File: src/rtl/streamer_pkg.sv
// Shared types and default widths for the sensor sample streamer.
package streamer_pkg;
  localparam int DEF_DATA_W = 8;
  localparam int DEF_CNT_W  = 8;
  localparam int PACE_W     = 4;

  typedef enum logic [1:0] {
    IDLE = 2'd0,
    SEND = 2'd1,
    GAP  = 2'd2
  } stream_state_e;
endpackage

File: src/rtl/sample_fifo.sv
// Circular sample buffer; head entry is visible on rdata without a read cycle.
// overflow is a per-cycle strobe for a rejected push; the owner keeps it sticky.
module sample_fifo
  import streamer_pkg::*;
#(
  parameter int DATA_W = DEF_DATA_W,
  parameter int DEPTH  = 8
) (
  input  logic              clk,
  input  logic              reset,
  input  logic              wr,
  input  logic [DATA_W-1:0] wdata,
  input  logic              rd,
  output logic [DATA_W-1:0] rdata,
  output logic              full,
  output logic              empty,
  output logic              overflow
);
  localparam int AW = $clog2(DEPTH);

  logic [DATA_W-1:0] mem_q [DEPTH];
  logic [AW-1:0]     wr_ptr_q, wr_ptr_d, rd_ptr_q, rd_ptr_d;
  logic [AW:0]       cnt_q, cnt_d;
  logic              push, pop;

  // full is taken from the registered count, so a pop cannot make room for a same-cycle push
  assign full     = (cnt_q == (AW+1)'(DEPTH));
  assign empty    = (cnt_q == '0);
  assign push     = wr && !full;
  assign pop      = rd && !empty;
  assign overflow = wr && full;
  assign rdata    = mem_q[rd_ptr_q];

  always_comb begin
    wr_ptr_d = wr_ptr_q + AW'(push);
    rd_ptr_d = rd_ptr_q + AW'(pop);
    cnt_d    = cnt_q + (AW+1)'(push) - (AW+1)'(pop);
  end

  always_ff @(posedge clk or negedge reset) begin
    if (!reset) begin
      wr_ptr_q <= '0;
      rd_ptr_q <= '0;
      cnt_q    <= '0;
    end else begin
      wr_ptr_q <= wr_ptr_d;
      rd_ptr_q <= rd_ptr_d;
      cnt_q    <= cnt_d;
    end
  end

  always_ff @(posedge clk) begin
    if (push) mem_q[wr_ptr_q] <= wdata;
  end
endmodule

File: src/rtl/sensor_sample_streamer.sv
// Paces buffered sensor samples onto data_input/data_valid and captures anomalies.
// Define STREAMER_ANOMALY_CNT_EN to add the saturating anomaly_cnt output.
module sensor_sample_streamer
  import streamer_pkg::*;
#(
  parameter int DATA_W      = DEF_DATA_W,
  parameter int FIFO_DEPTH  = 8,
  parameter int HOLD_CYCLES = 2,
  parameter int GAP_CYCLES  = 1
`ifdef STREAMER_ANOMALY_CNT_EN
  , parameter int CNT_W     = DEF_CNT_W
`endif
) (
  input  logic              clk,
  input  logic              reset,
  input  logic              enable,
  input  logic [DATA_W-1:0] sample_in,
  input  logic              sample_wr,
  output logic              full,
  output logic              empty,
  output logic              overflow,
  output logic [DATA_W-1:0] data_input,
  output logic              data_valid,
  input  logic              anomaly_detected,
  output logic              anomaly_flag,
  output logic [DATA_W-1:0] anomaly_sample,
`ifdef STREAMER_ANOMALY_CNT_EN
  output logic [CNT_W-1:0]  anomaly_cnt,
`endif
  input  logic              clear
);
  stream_state_e     state_q, state_d;
  logic [PACE_W-1:0] hold_q, hold_d, gap_q, gap_d;
  logic [DATA_W-1:0] data_q, data_d, asample_q, asample_d;
  logic              valid_q, valid_d, ovf_q, ovf_d, flag_q, flag_d;
  logic              pop, hit;
  logic [DATA_W-1:0] fifo_rdata;
  logic              fifo_ovf;

  sample_fifo #(.DATA_W(DATA_W), .DEPTH(FIFO_DEPTH)) u_fifo (
    .clk      (clk),
    .reset    (reset),
    .wr       (sample_wr),
    .wdata    (sample_in),
    .rd       (pop),
    .rdata    (fifo_rdata),
    .full     (full),
    .empty    (empty),
    .overflow (fifo_ovf)
  );

  assign hit = anomaly_detected && (state_q != IDLE);

  always_comb begin
    state_d = state_q;
    hold_d  = hold_q;
    gap_d   = gap_q;
    data_d  = data_q;
    valid_d = valid_q;
    pop     = 1'b0;
    case (state_q)
      IDLE: begin
        if (enable && !empty) begin
          pop     = 1'b1;
          data_d  = fifo_rdata;
          valid_d = 1'b1;
          hold_d  = PACE_W'(HOLD_CYCLES - 1);
          state_d = SEND;
        end
      end
      SEND: begin
        if (hold_q != '0) begin
          hold_d = hold_q - PACE_W'(1);
        end else begin
          valid_d = 1'b0;
          if (GAP_CYCLES > 0) begin
            gap_d   = PACE_W'(GAP_CYCLES - 1);
            state_d = GAP;
          end else begin
            state_d = IDLE;
          end
        end
      end
      GAP: begin
        if (gap_q != '0) gap_d = gap_q - PACE_W'(1);
        else             state_d = IDLE;
      end
      default: state_d = IDLE;
    endcase
  end

  // clear wins over a same-cycle anomaly or rejected push
  always_comb begin
    ovf_d     = ovf_q;
    flag_d    = flag_q;
    asample_d = asample_q;
    if (clear) begin
      ovf_d     = 1'b0;
      flag_d    = 1'b0;
      asample_d = '0;
    end else begin
      if (fifo_ovf) ovf_d = 1'b1;
      if (hit) begin
        flag_d    = 1'b1;
        asample_d = data_q;
      end
    end
  end

  always_ff @(posedge clk or negedge reset) begin
    if (!reset) begin
      state_q   <= IDLE;
      hold_q    <= '0;
      gap_q     <= '0;
      data_q    <= '0;
      valid_q   <= 1'b0;
      ovf_q     <= 1'b0;
      flag_q    <= 1'b0;
      asample_q <= '0;
    end else begin
      state_q   <= state_d;
      hold_q    <= hold_d;
      gap_q     <= gap_d;
      data_q    <= data_d;
      valid_q   <= valid_d;
      ovf_q     <= ovf_d;
      flag_q    <= flag_d;
      asample_q <= asample_d;
    end
  end

`ifdef STREAMER_ANOMALY_CNT_EN
  logic [CNT_W-1:0] cnt_q, cnt_d;

  always_comb begin
    cnt_d = cnt_q;
    if (clear)                  cnt_d = '0;
    else if (hit && ~&cnt_q)    cnt_d = cnt_q + CNT_W'(1);
  end

  always_ff @(posedge clk or negedge reset) begin
    if (!reset) cnt_q <= '0;
    else        cnt_q <= cnt_d;
  end

  assign anomaly_cnt = cnt_q;
`endif

  assign data_input     = data_q;
  assign data_valid     = valid_q;
  assign overflow       = ovf_q;
  assign anomaly_flag   = flag_q;
  assign anomaly_sample = asample_q;
endmodule

File: config.mk
export PLATFORM = sky130hd
export DESIGN_NAME = sensor_sample_streamer
export DESIGN_NICKNAME = d
export VERILOG_FILES = /design/src/rtl/streamer_pkg.sv /design/src/rtl/sample_fifo.sv /design/src/rtl/sensor_sample_streamer.sv
export SDC_FILE = /design/constraint.sdc
export NUM_CORES = 1
export LEC_CHECK = 0
export BUFFER_PORTS_ARGS = -buffer_cell sky130_fd_sc_hd__buf_2
export CAP_MARGIN = 20
export CORE_MARGIN = 5
export CORE_UTILIZATION = 46
export CTS_CLUSTER_DIAMETER = 60
export CTS_CLUSTER_SIZE = 12
export DETAILED_ROUTE_END_ITERATION = 16
export GPL_TIMING_DRIVEN = 0
export SKIP_LAST_GASP = 1
export SLEW_MARGIN = 20
export SYNTH_ARGS = -nofsm -noshare
export SYNTH_HDL_FRONTEND = slang
export SYNTH_HIERARCHICAL = 1
export SYNTH_SLANG_ARGS = --single-unit
File: constraint.sdc
create_clock -name clk -period 3.45 [get_ports clk]
set_input_delay 0.345 -clock clk [delete_from_list [all_inputs] [get_ports clk]]
set_output_delay 0.345 -clock clk [all_outputs]
set_load 0.02 [all_outputs]
Yosys cells after proc, flatten, opt, wreduce, memory -nomap -nowiden --
Memories as Yosys holds them, arrays and structs flattened. A register that Yosys moved wholly into a read port is not among the register bits. Index checks and enable logic that the tools add are counted.
Storage, ports and cells: memories 1, bits in writable memories 64, bits in registers 31, logic and storage cells 70
Operators by class: equality and inequality tests 8, multiplexer cells 23, add/subtract/negate cells 6, reduce and logical (&&, ||, !) cells 22
Memories:
- u_fifo.mem_q | depth 8, bits a word 8, read ports 1, clocked after memory_dff 1, write ports 1, RTL line sample_fifo.sv:21 | logic [DATA_W-1:0] mem_q [DEPTH];
Operators with widths (count):
- $mux 4 | 4
- $mux 8 | 2
- $pmux 4 s2 | 2
- $reduce_and 3->1 | 4
- $mux 1 | 10
- $ne 2x2->1 const B | 5
- $reduce_bool 2->1 | 5
- $reduce_bool 4->1 | 2
- $sub 4x1->4 const B | 2
- $add 3x1->3 | 2
- $mux 2 | 3
- $pmux 2 s3 | 1
- $logic_and 1x1->1 | 5
- $add 4x1->4 | 1
- $eq 4x4->1 const B | 1
- $logic_not 4->1 | 1
- $sub 4x1->4 | 1
- $logic_not 1->1 | 3
- $eq 2x1->1 const B | 1
- $eq 2x2->1 const B | 1
- $logic_not 2->1 | 1
- $pmux 1 s2 | 1
- $reduce_and 2->1 | 1

Logic depth before layout (Yosys ltp) --
Gate-level depths: netlist of run 1.
depth after elaboration 7, depth in mapped cells 13, depth with buffers taken out 12

Modules after synthesis --
The synthesis of run 1 kept the hierarchy.
Modules (own cells, without submodules):
- sample_fifo | area each 3037.9 um^2, instances 1, cells an instance 146
- sensor_sample_streamer | area each 1270.0 um^2, instances 1, cells an instance 119

Worst setup path after synthesis of run 1 --
OpenSTA, ideal clock, no wires.
kind reg-to-reg, start register u_fifo.cnt_q[2], end register u_fifo.cnt_q[2], cell stages (with the launch flop) 13, data arrival time 2479 ps, path buffers 1, period minus slack after synthesis 2601 ps, slack 849 ps, cells stage by stage dfrtp_1 inv_1 ha_1 and2_1 or4b_1 buf_6 clkinv_8 nor2b_1 ha_1 inv_1 ha_1 fa_1 xor2_1
Between the ends: cells in the longest elaborated chain, start to end 7
RTL lines:
- start, declared | RTL line sample_fifo.sv:23 | logic [AW:0] cnt_q, cnt_d;
- start signal, assigned | RTL line sample_fifo.sv:48 | cnt_q <= cnt_d;
- $logic_not 4->1 | RTL line sample_fifo.sv:28 | assign empty = (cnt_q == '0);
- net empty | RTL line sensor_sample_streamer.sv:20 | output logic empty,
- $logic_not 1->1 | RTL line sensor_sample_streamer.sv:63 | if (enable && !empty) begin
- $logic_and 1x1->1 | RTL line sensor_sample_streamer.sv:63
- $mux 1 | RTL line sensor_sample_streamer.sv:63
- $mux 1 | RTL line sensor_sample_streamer.sv:61 | case (state_q)
- net pop | RTL line sensor_sample_streamer.sv:36 | logic pop, hit;
- $logic_and 1x1->1 | RTL line sample_fifo.sv:30 | assign pop = rd && !empty;
- $sub 4x1->4 | RTL line sample_fifo.sv:37 | cnt_d = cnt_q + (AW+1)'(push) - (AW+1)'(pop);
- net u_fifo.cnt_d[2] | RTL line sample_fifo.sv:23
The timed path passes the listed nets, and every way through them passes these cells. A chain may end at the register's enable or synchronous reset.

Worst setup path in the final report of run 1 --
start register u_fifo.cnt_q[2], end register u_fifo.cnt_q[3]
Between the ends: cells in the longest elaborated chain, start to end 7
RTL lines (RTL line):
- $logic_not 4->1 | sample_fifo.sv:28
- $logic_not 1->1 | sensor_sample_streamer.sv:63
- $logic_and 1x1->1 | sensor_sample_streamer.sv:63
- $mux 1 | sensor_sample_streamer.sv:63
- $mux 1 | sensor_sample_streamer.sv:61
- net pop | sensor_sample_streamer.sv:36
- $logic_and 1x1->1 | sample_fifo.sv:30
- $sub 4x1->4 | sample_fifo.sv:37
- net u_fifo.cnt_d[3] | sample_fifo.sv:23
The timed path passes the listed nets, and every way through them passes these cells.

==> impl_results.md, run 1 <==
* Crit path DAT at roughly 3 ns
* # nets final at around 340
* Post_cts resized at 0
* Syn nets at about 290
* Initial Utilization at 0.468
* GR Overflow Total at 0
* Seq/Total Area, Yosys at 0.673
* Max-Cap Viols at 0
* Die ar. at between 10000 and 15000 µm²
* Share of the cycle needed by the critical path after routing at 0.787
* CP Max Fanout at 10
* Cell Rows at 35
* Fin. Hold Viols at 0
* Synthesized area at about 4300 µm²
* Cell accounting for the most synthesized area: edfxtp_1
* Count of warnings emitted by yosys at 6
* Final Critical Period at approximately 2.7 ns
* TNS Setup at 0 ns
* Synth top area share at 0.446
* Initial antenna violation count at 0
* Count leader, synth: edfxtp_1
* DP Cell Count at 409
* Syn Inst Count at about 270
* N_diodes at 0
* Setup violators final at 0
* Post-CTS Hold Fix Bufs at 0
* Largest net degree at the start of global routing at 40
* Main area contributors after synthesis: edfxtp_1 (45%), dfrtp_1 (23%), mux4_1 (9.1%), ha_1 (3.8%), nand2_1 (2.7%)
* First-pass GRT wire length at approximately 12000 µm
* Router iterations before antenna repair at 4
* HP Class: input pin to asynchronous set/reset pin
* Pwr dens at between 700 and 800 nW/µm²
* Total chip power at ~3.9 mW
* Setup Crit Path Kind: flip-flop to flip-flop
* Share of cells above drive strength 1 at 0.223
* Pleak at approximately 2.0 nW
* I/O pin cnt at 35
* Port bufs at 33
* Gpl congestion at around 0.7
* Distinct cells, synth at 43
* DRC at 0
* CP Data Required Time at between 3 and 4 ns
* Clk_lat worst skew at ~0.36 ns
* Total number of vias at 2201
* Slew headroom at 0.344
* Die height at roughly 110 µm
* Clock sink count at between 100 and 150
* VDD IR max at about 0.00027 V
* Worst Max-Slew Pin Slew at slightly below 1 ns
* Worst setup EP type: flip-flop
* Routed len/inst at between 15 and 20 µm
* Slew Limit Fails at 0
* Core area at 9200 µm²
* H-Tree Depth at 3
* Antenna-violating nets left at 0
* Outcome: complete, no violations
* Syn_area_per_cell at between 15 and 20 µm²
* RSZ-0062 raised after global routing: false
* Number of fill cells at between 700 and 800
* Async set-reset flop share out of synthesis at 0.379
* Chip width at between 100 and 150 µm
* CTS tree: yes
* Number of global-route vias before repair at about 2200
* Main synth FF type: edfxtp_1
* Syn-to-layout area delta at 12.5%
* Most common library cells after synthesis: edfxtp_1 (64), dfrtp_1 (39), nand2_1 (31)
* Non-filler instance count after layout at 425
* Max Fclk at around 0.37 GHz
* Postcts setup bufs at 0
* Clock Skew at ~0.017 ns
* CTS Buffer Depth at 2
* Vias/cell at approximately 5.2
* Critical path launch point type: flip-flop
* CTS root buf: clkbuf_8
* Overall routed net length at between 7000 and 8000 µm
* Post-synth EDFFs at 64
* Clock-pin slew on the worst setup and hold paths at about 0.11 ns
* Synthesized flop and latch total at 103
* Total Routing Usage GR at 0.137
* CTS buffer count at 9
* Number of DRC markers in iteration 0 at about 110
* DP HPWL at just under 5000 µm
cell type report:
type / count / area, µm² / area share
buffer: 10 / 80.1 / 0.0165
clock buffer: 9 / 124 / 0.0256
clock inverter: 7 / 100 / 0.0207
inverter: 15 / 68.8 / 0.0142
multi-input combinational: 137 / 1270 / 0.262
sequential: 103 / 2900 / 0.598
tap: 111 / 139 / 0.0287
timing repair buffer: 33 / 165 / 0.0341
state kept, by name, summed over array words and instances, names as in the netlist:
name and count:
u_fifo/mem_q 64, anomaly_sample 8, data_input 8, gap_q 4, hold_q 4, u_fifo/cnt_q 4, u_fifo/rd_ptr_q 3, u_fifo/wr_ptr_q 3
state_q 2, anomaly_flag 1, data_valid 1, overflow 1
report_power, final:
part	internal (mW)	total (mW)	switching, mW
Clock	0.358	0.802	0.444
Sequential	1.60	1.74	0.140
Combinational	0.596	1.32	0.728
per-stage QoR:
| step | utilization | area (µm²) | setup WS, ns | hold WS (ns) |
|---|---|---|---|---|
| 2_1_floorplan | - | 4310 | 0.849 | 0.0494 |
| 3_3_place_gp | 0.501 | 4610 | 0.756 | 0.468 |
| 3_5_place_dp | 0.503 | 4620 | 0.742 | 0.478 |
| 4_1_cts | 0.527 | 4850 | 0.705 | 0.103 |
| 5_1_grt | 0.527 | 4850 | 0.577 | 0.150 |
| 6_report | 0.527 | 4850 | 0.735 | 0.0803 |
placed cells by master (no fill, tap or decap), drive strengths merged, types with 2 or more instances in the layout:
master  Yosys  routed
ha         13      13
dfrtp      39      39
nand2      31      31
nand3       2       2
or3b        2       2
edfxtp     64      64
buf         8      41
o21ai       2       2
nor2       17      17
clkinv      1       5
o22ai       3       3
mux4       16      16
xor2        4       4
mux2i      11      11
nand2b      5       5
or4b        2       2
nor3        3       3
a21oi       2       2
clkbuf      2      11
inv        14      16
mux2        8       8
kinds of logic (layout without fill, tap and decap cells):
| family | count (synthesis) | after routing | synth area share |
|---|---|---|---|
| AND/OR/NAND/NOR | 70 | 70 | 0.0761 |
| XOR/XNOR | 5 | 5 | 0.0102 |
| flip-flops | 103 | 103 | 0.673 |
| buffers and inverters | 25 | 74 | 0.0346 |
| multiplexers | 35 | 35 | 0.143 |
| AO/OA/AOI/OAI | 13 | 13 | 0.0209 |
| adder cells (fa/ha/maj) | 14 | 14 | 0.0424 |
worst max-delay path: stages, from the launching register on:
cell and delay [ns]:
dfrtp_1 0.34, inv_1 0.07, ha_1 0.19, and2_1 0.16
or4b_1 0.48, buf_6 0.16, clkinv_8 0.06, nor2b_1 0.20
ha_1 0.17, inv_1 0.06, ha_1 0.27, a21o_1 0.16
a21oi_1 0.16, xor2_1 0.15
layer usage:
layer	share of wire	track usage	up-vias
li1	-	-	1070
met1	0.48	0.194	1073
met2	0.46	0.212	52
met3	0.045	0.0301	6
met4	0.012	0.0438	0
met5	0	0	-
path summary, 6_finish.rpt:
check / slack, ns / startpoint / end / depth (start not counted)
setup / recovery: 0.73 / u_fifo/cnt_q[2]$_DFF_PN0_ / u_fifo/cnt_q[3]$_DFF_PN0_ / 13
hold / removal: 0.08 / reset / anomaly_sample[6]$_DFFE_PN0P_ / 1
setup reg to reg: 0.73 / u_fifo/cnt_q[2]$_DFF_PN0_ / u_fifo/cnt_q[3]$_DFF_PN0_ / 13
hold reg to reg: 0.49 / data_valid$_DFFE_PN0P_ / data_valid$_DFFE_PN0P_ / 2
max in group asynchronous: 2.82 / reset / data_valid$_DFFE_PN0P_ / 1
min in group clk: 0.24 / sample_in[7] / u_fifo/mem_q[1][7]$_DFFE_PP_ / 1
No activity file was read; power rests on OpenSTA's default activity.
==> run 2: changes to the inputs <==
Settings changed: ABC_AREA set to 1.
Clock period 3.45 ns to 2.6 ns, I/O delays scaled along.
==> impl_results.md, run 2 <==
* Setup violators final at 0 (unchanged)
* Setup Crit Path Kind: flip-flop to flip-flop
* Async set-reset flop share out of synthesis at 0.379 (unchanged)
* Count of warnings emitted by yosys at 6 (unchanged)
* Clk_lat worst skew at 0.38 ns (+0.02 ns)
* Worst hold endpoint: anomaly_flag$_DFFE_PN0P_
* Worst hold start: clear
* Origin of the worst setup path: u_fifo/cnt_q[2]$_DFF_PN0_
* Crit path DAT at 2.62 ns (-0.38 ns)
* Non-filler instance count after layout at 670 (+58%)
* Largest net degree at the start of global routing at 40 (unchanged)
* GR Overflow Total at 0 (unchanged)
* Cell Rows at 37 (+5.7%)
* Synthesized flop and latch total at 103 (unchanged)
* Switching Share at 0.410 (+0.0708)
* Leading cell type in the layout, fill and taps excluded: nand2_1
* Count leader, synth: nand2_1
* Max-Cap Viols at 0 (unchanged)
* Initial antenna violation count at 0 (unchanged)
* First-pass GRT wire length at 15700 µm (+33%)
* Slew Limit Fails at 0 (unchanged)
* Outcome: complete, no violations
* Worst Max-Slew Pin Slew at 0.874 ns (-0.106 ns)
* Cell accounting for the most synthesized area: edfxtp_1
* Vias/cell at 4.70 (-9.2%)
* Antenna-violating nets left at 0 (unchanged)
* Share of cells above drive strength 1 at 0.206 (-0.0169)
* Met1 usage at 0.214 (+0.0197)
* RSZ-0062 raised after global routing: false
* N_diodes at 0 (unchanged)
* Synthesized area at 4720 µm² (+9.7%)
* Clock Skew at 0.0171 ns (+0.000138 ns)
* Total chip power at 5.63 mW (+45%)
* Post-synth EDFFs at 64 (unchanged)
* Share of the cycle needed by the critical path after routing at 0.904 (+0.117)
* Total Routing Usage GR at 0.165 (+0.0276)
* Met2 usage at 0.271 (+0.0588)
* Grt peak-use layer: met2
* Syn nets at 502 (+71%)
* CTS root buf: clkbuf_8
* Final Critical Period at 2.35 ns (-0.364 ns)
* HP Class: input pin to flip-flop
* CP Data Required Time at 2.86 ns (-0.87 ns)
* Syn_area_per_cell at 9.97 µm² (-39%)
* Initial Utilization at 0.464 (-0.00455)
* Clock-pin slew on the worst setup and hold paths at 0.10 ns (about the same)
* CP Max Fanout at 17 (+7)
* DP Cell Count at 650 (+59%)
* DP HPWL at 6630 µm (+37%)
* VDD IR max at 0.000341 V (+26%)
* # nets final at 557 (+65%)
* CTS buffer count at 9 (unchanged)
* Most frequent cells in the layout: nand2_1 (117), inv_1 (99), edfxtp_1 (64)
* Pwr dens at 1050 nW/µm² (+31%)
* Seq pwr share at 0.411 (-0.040)
* Routed len/inst at 14.1 µm (-18%)
* Max reg flops at 64 (unchanged)
* Number of global-route vias before repair at 3131 (+44%)
* Main synth FF type: edfxtp_1
* Fin. Hold Viols at 0 (unchanged)
* CTS tree: yes
* Critical path launch point type: flip-flop
* DRC at 0 (unchanged)
* Most common library cells after synthesis: nand2_1 (117), inv_1 (100), edfxtp_1 (64)
* Router iterations before antenna repair at 4 (unchanged)
* Seq/Total Area, Yosys at 0.613 (-0.0593)
* Synth top area share at 0.407 (-0.0393)
* Number of fill cells at 933 (+20%)
* Die height at 111 µm (+4.3%)
* Port bufs at 34 (+3.0%)
* Hold Crit Depth at 2
* Met3 usage at 0.0462 (+0.0161)
* Pleak at 2.63 nW (+29%)
* Syn-to-layout area delta at 13.7%
* Reg2reg path depth at 12 (-1)
* I/O pin cnt at 35 (unchanged)
* Clock sink count at 103 (unchanged)
* Max Fclk at 0.425 GHz (+15%)
* Main area contributors after synthesis: edfxtp_1 (41%), dfrtp_1 (21%), nand2_1 (9.3%), inv_1 (7.9%), nand3_1 (5.6%)
* Worst setup EP type: flip-flop
* H-Tree Depth at 3 (unchanged)
* Core area at 10200 µm² (+11%)
* Worst reg-to-reg setup slack at 0.25 ns (-0.49 ns)
* CTS Buffer Depth at 2 (unchanged)
* Syn Inst Count at 474 (+79%)
* Combinational share of power at 0.426 (+0.084)
* Overall routed net length at 9430 µm (+30%)
* Distinct cells, synth at 27 (-37%)
* Biggest register: u_fifo/mem_q
* Pint at 3.32 mW (+30%)
* Worst r2r src: u_fifo/cnt_q[2]$_DFF_PN0_
* Psw at 2.31 mW (+76%)
* Critical R2R Capture: u_fifo/cnt_q[1]$_DFF_PN0_
* Number of DRC markers in iteration 0 at 188 (+76%)
* Total number of vias at 3152 (+43%)
* Die ar. at 12400 µm² (+8.8%)
* Slew headroom at 0.417 (+0.0731)
* Chip width at 111 µm (+4.3%)
* Gpl congestion at 0.791 (+15%)
* Clk pwr share at 0.163 (-0.044)
==> run 2: cell type report <==
type | instances | area, µm² | area share
Sequential cell | 103 | 2900 | 0.539
Multi-Input combinational cell | 255 | 1370 | 0.255
Inverter | 103 | 392 | 0.0729
Timing Repair Buffer | 45 | 255 | 0.0475
Tap cell | 136 | 170 | 0.0317
Clock buffer | 10 | 128 | 0.0238
Buffer | 12 | 115 | 0.0214
Clock inverter | 6 | 42.5 | 0.00792
==> run 2: cell families after synthesis <==
logic type,share of synthesized area
simple gates,0.197
buf+inv,0.108
flops,0.613
compound gates,0.0318
fa+ha+maj,0.0387
xor+xnor,0.0111
==> run 2: power by group through the flow <==
stage	clock network (mW)	registers, mW	logic [mW]
floorplan	0	2.44	1.56
global placement	0	2.33	2.28
detailed placement	0	2.35	2.39
CTS	0.947	2.32	2.42
global route	1.03	2.36	2.73
finish	0.918	2.31	2.40
==> run 2: metrics by stage <==
step / TNS (ns) / hold slack [ns] / instance area, µm² / util / setup slack (ns)
after floorplan: 0 / -0.0356 / 4740 / - / 0.0511
after global routing: 0 / 0.0518 / 5370 / 0.527 / 0.0740
after CTS: 0 / 0.0478 / 5360 / 0.526 / 0.0399
after global placement: -0.0365 / 0.412 / 5080 / 0.498 / -0.0290
after detailed placement: -0.0871 / 0.420 / 5160 / 0.507 / -0.0669
final: 0 / 0.0652 / 5370 / 0.527 / 0.249
==> run 2: routing by layer <==
| metal | wire length [µm] | vias up |
|---|---|---|
| met1 | 4340 | 1479 |
| met5 | 0 | - |
| met3 | 495 | 11 |
| li1 | - | 1604 |
| met4 | 133 | 0 |
| met2 | 4460 | 58 |
==> run 2: critical path: stages (launching register included) <==
cell and delay (ns):
dfrtp_1 0.34, inv_2 0.05, ha_1 0.19, nor3b_4 0.15, nor2_2 0.14, nand2_2 0.09
inv_4 0.14, inv_1 0.07, nor2_1 0.15, ha_1 0.25, inv_1 0.05, ha_1 0.18
fa_2 0.43
==> run 2: worst max-delay path by stage <==
stage                                end  cells past startpoint
2_1_floorplan  u_fifo/cnt_q[2]$_DFF_PN0_                     14
3_3_place_gp   u_fifo/cnt_q[2]$_DFF_PN0_                     14
3_5_place_dp   u_fifo/cnt_q[2]$_DFF_PN0_                     14
4_1_cts        u_fifo/cnt_q[2]$_DFF_PN0_                     14
5_1_grt        u_fifo/cnt_q[1]$_DFF_PN0_                     12
6_report       u_fifo/cnt_q[1]$_DFF_PN0_                     12
==> run 2: repair_timing <==
| item | 4_1_cts | 5_1_grt |
|---|---|---|
| setup endpoints to repair | 2 | 3 |
| hold buffers | 1 | 0 |
| setup buffers | 2 | 2 |
| endpoints found under the hold margin | 11 | 0 |
| pin swaps | 1 | 1 |
| resized for setup | 1 | 3 |
